### src/rtl/mem_readout_pkg.sv
// rtl/mem_readout_pkg.sv - shared types and constants for the memory readout scheduler
//
// Purpose: select-code width/encoding, the scheduler state type and the
//          index-to-select mapping used by mem_readout_sched.
// Contents:
//   NMEM_MAX  - largest memory count the 4-bit select code can address
//   SEL_W     - mux select width
//   SEL_IDLE  - select code driven when no memory is being read
//   state_t   - IDLE / PICK / READ / DONE
//   sel_code  - memory index -> mux select (index + 1)
package mem_readout_pkg;

  localparam int NMEM_MAX = 14;
  localparam int SEL_W    = 4;

  localparam logic [SEL_W-1:0] SEL_IDLE = 4'b1111;

  typedef enum logic [1:0] {
    IDLE = 2'd0,
    PICK = 2'd1,
    READ = 2'd2,
    DONE = 2'd3
  } state_t;

  // Select code 0 is unused by the mux; memory i maps to i+1.
  function automatic logic [SEL_W-1:0] sel_code(input logic [SEL_W-1:0] idx);
    return idx + 4'd1;
  endfunction

endpackage

### src/rtl/mem_readout_sched_prio_pick.sv
// rtl/mem_readout_sched_prio_pick.sv - lowest-index-first priority encoder
//
// Purpose: combinational encoder returning the lowest set bit of a mask.
// Ports:
//   i_mask [N-1:0]     - request mask, bit i is memory i
//   o_idx  [SEL_W-1:0] - index of the lowest set bit (0 when none set)
//   o_any              - at least one bit of i_mask is set
module prio_pick
  import mem_readout_pkg::*;
#(
  parameter int N = 12
) (
  input  logic [N-1:0]     i_mask,
  output logic [SEL_W-1:0] o_idx,
  output logic             o_any
);

  // Scan from the top down so the lowest set index is the last one written.
  always_comb begin
    o_idx = '0;
    o_any = 1'b0;
    for (int i = N - 1; i >= 0; i--) begin
      if (i_mask[i]) begin
        o_idx = SEL_W'(i);
        o_any = 1'b1;
      end
    end
  end

endmodule

### src/rtl/mem_readout_sched.sv
// rtl/mem_readout_sched.sv - readout scheduler walking non-empty memory blocks into the stream mux
//
// Purpose: on start, snapshot which memories hold data and their entry
//          counts, then stream one read address per accepted beat for each
//          non-empty memory (memory 0 first), driving the mux select.
// Ports:
//   clk        - clock, rising edge
//   reset_n    - asynchronous active-low reset
//   start      - event start, honoured only in IDLE
//   flush      - synchronous abort back to IDLE, no done
//   has_dat    - per-memory non-empty flag
//   nent       - per-memory entry counts, memory i at [i*ADDR_W +: ADDR_W]
//   out_ready  - downstream accepts the current beat
//   out_valid  - sel/rd_addr describe a read beat
//   sel        - mux select (i+1 for memory i, 4'b1111 otherwise)
//   rd_addr    - entry address within the selected memory
//   busy       - scheduler not in IDLE
//   done       - one-cycle pulse when the event has drained
//   none       - pulses with done when the event had no pending memory
module mem_readout_sched
  import mem_readout_pkg::*;
#(
  parameter int NMEM   = 12,
  parameter int ADDR_W = 6
) (
  input  logic                   clk,
  input  logic                   reset_n,
  input  logic                   start,
  input  logic                   flush,
  input  logic [NMEM-1:0]        has_dat,
  input  logic [NMEM*ADDR_W-1:0] nent,
  input  logic                   out_ready,
  output logic                   out_valid,
  output logic [SEL_W-1:0]       sel,
  output logic [ADDR_W-1:0]      rd_addr,
  output logic                   busy,
  output logic                   done,
  output logic                   none
);

  state_t                   r_state;
  logic [NMEM-1:0]          r_pend;
  logic [NMEM*ADDR_W-1:0]   r_nent;
  logic [SEL_W-1:0]         r_cur;
  logic                     r_any_sent;

  logic                     r_out_valid;
  logic [SEL_W-1:0]         r_sel;
  logic [ADDR_W-1:0]        r_rd_addr;
  logic                     r_busy;
  logic                     r_done;
  logic                     r_none;

  logic [NMEM-1:0]          w_snap_pend;
  logic [ADDR_W-1:0]        w_cur_cnt;
  logic [SEL_W-1:0]         w_pick_idx;
  logic                     w_pick_any;
  logic [NMEM-1:0]          w_pend_clr;
  logic                     w_xfer;
  logic                     w_last;

  // A memory only counts as pending when its flag and its count agree.
  always_comb begin
    w_snap_pend = '0;
    for (int i = 0; i < NMEM; i++) begin
      w_snap_pend[i] = has_dat[i] && (nent[i*ADDR_W +: ADDR_W] != '0);
    end
  end

  // Entry count of the memory currently being read, from the snapshot.
  always_comb begin
    w_cur_cnt = '0;
    for (int i = 0; i < NMEM; i++) begin
      if (r_cur == SEL_W'(i)) begin
        w_cur_cnt = r_nent[i*ADDR_W +: ADDR_W];
      end
    end
  end

  prio_pick #(
    .N(NMEM)
  ) u_prio_pick (
    .i_mask (r_pend),
    .o_idx  (w_pick_idx),
    .o_any  (w_pick_any)
  );

  assign w_pend_clr = r_pend & ~(NMEM'(1) << w_pick_idx);
  assign w_xfer     = r_out_valid && out_ready;
  assign w_last     = (r_rd_addr == (w_cur_cnt - ADDR_W'(1)));

  always_ff @(posedge clk or negedge reset_n) begin
    if (!reset_n) begin
      r_state     <= IDLE;
      r_pend      <= '0;
      r_nent      <= '0;
      r_cur       <= '0;
      r_any_sent  <= 1'b0;
      r_out_valid <= 1'b0;
      r_sel       <= SEL_IDLE;
      r_rd_addr   <= '0;
      r_busy      <= 1'b0;
      r_done      <= 1'b0;
      r_none      <= 1'b0;
    end else if (flush) begin
      r_state     <= IDLE;
      r_pend      <= '0;
      r_out_valid <= 1'b0;
      r_sel       <= SEL_IDLE;
      r_busy      <= 1'b0;
      r_done      <= 1'b0;
      r_none      <= 1'b0;
    end else begin
      // done/none are single-cycle pulses unless re-armed below.
      r_done <= 1'b0;
      r_none <= 1'b0;
      unique case (r_state)
        IDLE: begin
          if (start) begin
            r_pend     <= w_snap_pend;
            r_nent     <= nent;
            r_any_sent <= 1'b0;
            r_busy     <= 1'b1;
            r_state    <= PICK;
          end
        end
        PICK: begin
          if (!w_pick_any) begin
            r_done  <= 1'b1;
            r_none  <= !r_any_sent;
            r_state <= DONE;
          end else begin
            r_cur       <= w_pick_idx;
            r_rd_addr   <= '0;
            r_pend      <= w_pend_clr;
            r_any_sent  <= 1'b1;
            r_out_valid <= 1'b1;
            r_sel       <= sel_code(w_pick_idx);
            r_state     <= READ;
          end
        end
        READ: begin
          if (w_xfer) begin
            if (w_last) begin
              // Memory drained: one bubble cycle in PICK before the next one.
              r_out_valid <= 1'b0;
              r_sel       <= SEL_IDLE;
              r_state     <= PICK;
            end else begin
              r_rd_addr <= r_rd_addr + ADDR_W'(1);
            end
          end
        end
        DONE: begin
          r_busy  <= 1'b0;
          r_state <= IDLE;
        end
        default: begin
          r_out_valid <= 1'b0;
          r_sel       <= SEL_IDLE;
          r_busy      <= 1'b0;
          r_state     <= IDLE;
        end
      endcase
    end
  end

  assign out_valid = r_out_valid;
  assign sel       = r_sel;
  assign rd_addr   = r_rd_addr;
  assign busy      = r_busy;
  assign done      = r_done;
  assign none      = r_none;

endmodule

### config.mk
export PLATFORM = sky130hd
export DESIGN_NAME = mem_readout_sched
export DESIGN_NICKNAME = d
export VERILOG_FILES = /design/src/rtl/mem_readout_pkg.sv /design/src/rtl/mem_readout_sched_prio_pick.sv /design/src/rtl/mem_readout_sched.sv
export SDC_FILE = /design/constraint.sdc
export NUM_CORES = 1
export LEC_CHECK = 0
export CORE_ASPECT_RATIO = 1.4
export CORE_MARGIN = 2
export CORE_UTILIZATION = 40
export CTS_CLUSTER_SIZE = 20
export DETAILED_ROUTE_END_ITERATION = 16
export PLACE_DENSITY = 0.73
export SYNTH_ARGS = -nofsm -noshare
export SYNTH_HDL_FRONTEND = slang
export SYNTH_SLANG_ARGS = --single-unit
### constraint.sdc
create_clock -name clk -period 3.04 [get_ports clk]
set_input_delay 0.456 -clock clk [delete_from_list [all_inputs] [get_ports clk]]
set_output_delay 0.456 -clock clk [all_outputs]
set_load 0.01 [all_outputs]
==> results by group <==
Route
  – Detail Route Antenna Nets: 0
  – DRT Pass-1 Iters: 6
  – Avg Vias per Cell: roughly 5.7
  – Post-DR wirelength/cell: 19.62 µm
  – Vias: 4668
  – DRC Markers: 0
  – Final wirelength: 16130 µm
  – DR iter-0 viols: between 300 and 400

GRT
  – Initial antenna violation count: 0
  – GRT Resource Usage Total: roughly 22%
  – Number of global-route vias before repair: 4918
  – Largest net degree at the start of global routing: 106
  – First-pass GRT wire length: 25610 µm
  – GRT overflow: 0

STA
  – Final hold slack: ~170 ps
  – Crit share post-route: 105.8%
  – Rel. slew slack: about 7.7%
  – Final TNS setup: -1419 ps
  – Final WS setup: -174.8 ps
  – Clk_skew: 3.342 ps
  – RSZ-0062 raised after global routing: true
  – Final Hold Viols: 0
  – Worst-margin pin slew: between 1000 and 1500 ps
  – Max Slew Vio Count: 0
  – Finish-stage setup viols: 13
  – Tmin final: 3215 ps
  – Achievable Freq: 311.1 MHz

Cells and area
  – ANT cells: 0
  – Layout cells sized above 1: 27.00%
  – Layout area overhead: 35.63%
  – Multi-input gate area: 0.002942 mm²
  – Net count, final: 729
  – Register Area: about 0.0026 mm²
  – Finished Core Util: 54.74%
  – Fin area: 0.007545 mm²
  – Number of fill cells: around 1200

Clocking
  – CTS tree: built
  – CTS root buffer: clkbuf_16
  – Total CTS buffers: 9
  – Clk_lat worst skew: around 350 ps
  – Worst-path clk slew: 70 ps
  – H-tree depth: 3
  – Clock sinks: 105
  – Cts hold-fix bufs: 0
  – Max Root-Sink Buffers: 2

Yosys
  – Synthesized cell area: 0.005563 mm²
  – Asr flop ratio synth: 100.0%
  – Synthesized net count: 601
  – Prevailing post-synth register cell: dfrtp_1
  – Yosys cell types: 63
  – Post-synth top area cell: dfrtp_1
  – Sequential-to-total area share from yosys stat: 47.32%
  – Synth top area cells: dfrtp_1 (45%), mux2_2 (15%), a21oi_1 (2.7%), o21ai_0 (2.7%), nand2_1 (2.4%)
  – Synth Register Bits: 105
  – Number of synthesized flops with an enable pin: 0
  – Post-synthesis cell count: 504
  – Synthesis warning total: 0
  – Top cell type's share of synthesized area: 45.43%
  – Syn Area/Cell: around 11 µm²

Status
  – Failing checks: setup timing
  – Status: complete, but fails checks

Floorplan
  – CORE AREA: 0.01378 mm²
  – Die ar.: 0.01488 mm²
  – Num rows: 51
  – Die height: 143.5 µm
  – Ports: 103
  – DIE WIDTH: 103.7 µm
  – Initial Util: 40.36%

Critical path
  – CP Class: reg -> reg
  – CP max stage delay: 540 ps
  – CP max FO: 6
  – Worst EP required: 3280 ps
  – CP Cell Sequence: buf_12, buf_8, mux4_2, nand2_1, nand2_1, nand2_1, ha_2, nand4_1, a211oi_2, buf_4, a31oi_4, buf_6, o31ai_1, a21oi_1, mux2i_1
  – Nature of the critical path startpoint: flop
  – Crit. End Element: flop
  – Most common cell on crit path: nand2_1
  – Worst Path Buf+Inv: 4
  – Crit path max-delay cell type: mux4_2
  – Worst EP arrival: 3460 ps
  – CP delay by family, top: compound AO/OA/AOI/OAI gates

Hold path
  – Worst Hold Class: in -> async

Placement
  – GPL Wtd Cong: ~0.97
  – PortBufs: roughly 100
  – Dpl hpwl: between 10000 and 15000 µm
  – Placed cell area: 0.006965 mm²

Power
  – Pwr Total: 6.268 mW
  – Pwr Density: ~830 mW/mm²
  – Leakage dissipation: 3.022 nW
  – Peak supply drop: 0.4069 mV

Flow run
  – Maxcap violations: 0
==> per-stage QoR <==
step	worst slack, ps	std cells
after detailed placement	-199.9	791
after global routing	-313.9	822
after CTS	-78.58	819
after floorplan	9.131	504
after global placement	-74.63	791
final	-174.8	822
==> power breakdown <==
part | internal [mW] | switching (mW) | leakage [nW]
registers | 1.74 | 0.281 | 1.28
logic | 1.63 | 1.51 | 1.61
clock network | 0.563 | 0.547 | 0.132
==> area by class of cell <==
cell class,instances,area share [%]
multi-input cells,356,38.99
flip-flops and latches,105,34.89
repair buffers,144,18.54
well taps,185,3.068
clock buffers,9,2.985
inverters,16,0.7960
clock inverters,7,0.7297
==> metal layers <==
layer | GRT usage (%) | share of wire (%) | up-vias
met5 | 0 | 0 | -
met4 | 12.66 | 4.5 | 0
met3 | 2.948 | 4.4 | 50
met2 | 40.47 | 53 | 176
met1 | 25.01 | 38 | 2303
li1 | - | - | 2139
==> sequential cells by signal, indices dropped and copies added (netlist names) <==
register,flops
r_state,2
done,1
r_cur,4
sel,4
out_valid,1
r_nent,72
r_pend,12
none,1
rd_addr,6
busy,1
r_any_sent,1
==> cells in the mapped netlist, types with 5 or more instances <==
cell and number:
nand2_1 36, mux2i_1 11, a21oi_1 30, nand2b_1 10
o311ai_0 10, mux2_2 72, ha_1 8, nand4_1 5
o21ai_0 30, inv_1 16, or4_1 13, nor3_1 11
nor2b_1 7, clkbuf_1 19, dfrtp_1 101, mux4_2 6
nor2_1 25
==> logic make-up (layout without fill, tap and decap cells) <==
family                     Yosys count  in the layout  synth area share [%]
AOI/OAI and AO/OA                  119            119                 14.12
xor gates and xnor gates             5              5                 1.035
adders and majority gates            8              8                 1.799
buffers and inverters               43            176                 3.396
DFF                                105            105                 47.32
muxes                               92             92                 19.66
and+or+nand+nor                    132            132                 12.66
==> repair_timing <==
item / CTS / global route
setup buffers: 12 / 3
setup endpoints to repair: 12 / 13
pin swaps: 17 / 8
resized for setup: 26 / 12
==> cells in the final DEF (no fill, tap or decap), types with 7 or more instances in the layout <==
cell and n:
o311ai_0 9, nor2_1 24, inv_1 16, nand2b_1 10, nor3_1 9, buf_4 36, o21ai_0 28, clkdlybuf4s50_1 101
dfrtp_1 101, nor2b_1 7, ha_1 7, nand2_1 35, mux2_2 72, clkbuf_16 9, or4_1 13, a21oi_1 28
mux2i_1 10
==> path summary, 6_finish.rpt <==
| check | endpoint | from | cells after the start | slack (ps) |
|---|---|---|---|---|
| max | rd_addr[4] | r_cur[0] | 15 | -170 |
| min | r_pend[1] | reset_n | 2 | 170 |
| max reg2reg | rd_addr[4] | r_cur[0] | 15 | -170 |
| min reg2reg | none | r_any_sent | 1 | 470 |
| max in group asynchronous | r_nent[18] | reset_n | 2 | 2470 |
| min in group clk | none | r_any_sent | 1 | 470 |
Note: power is estimated with default switching activity, not from simulation.
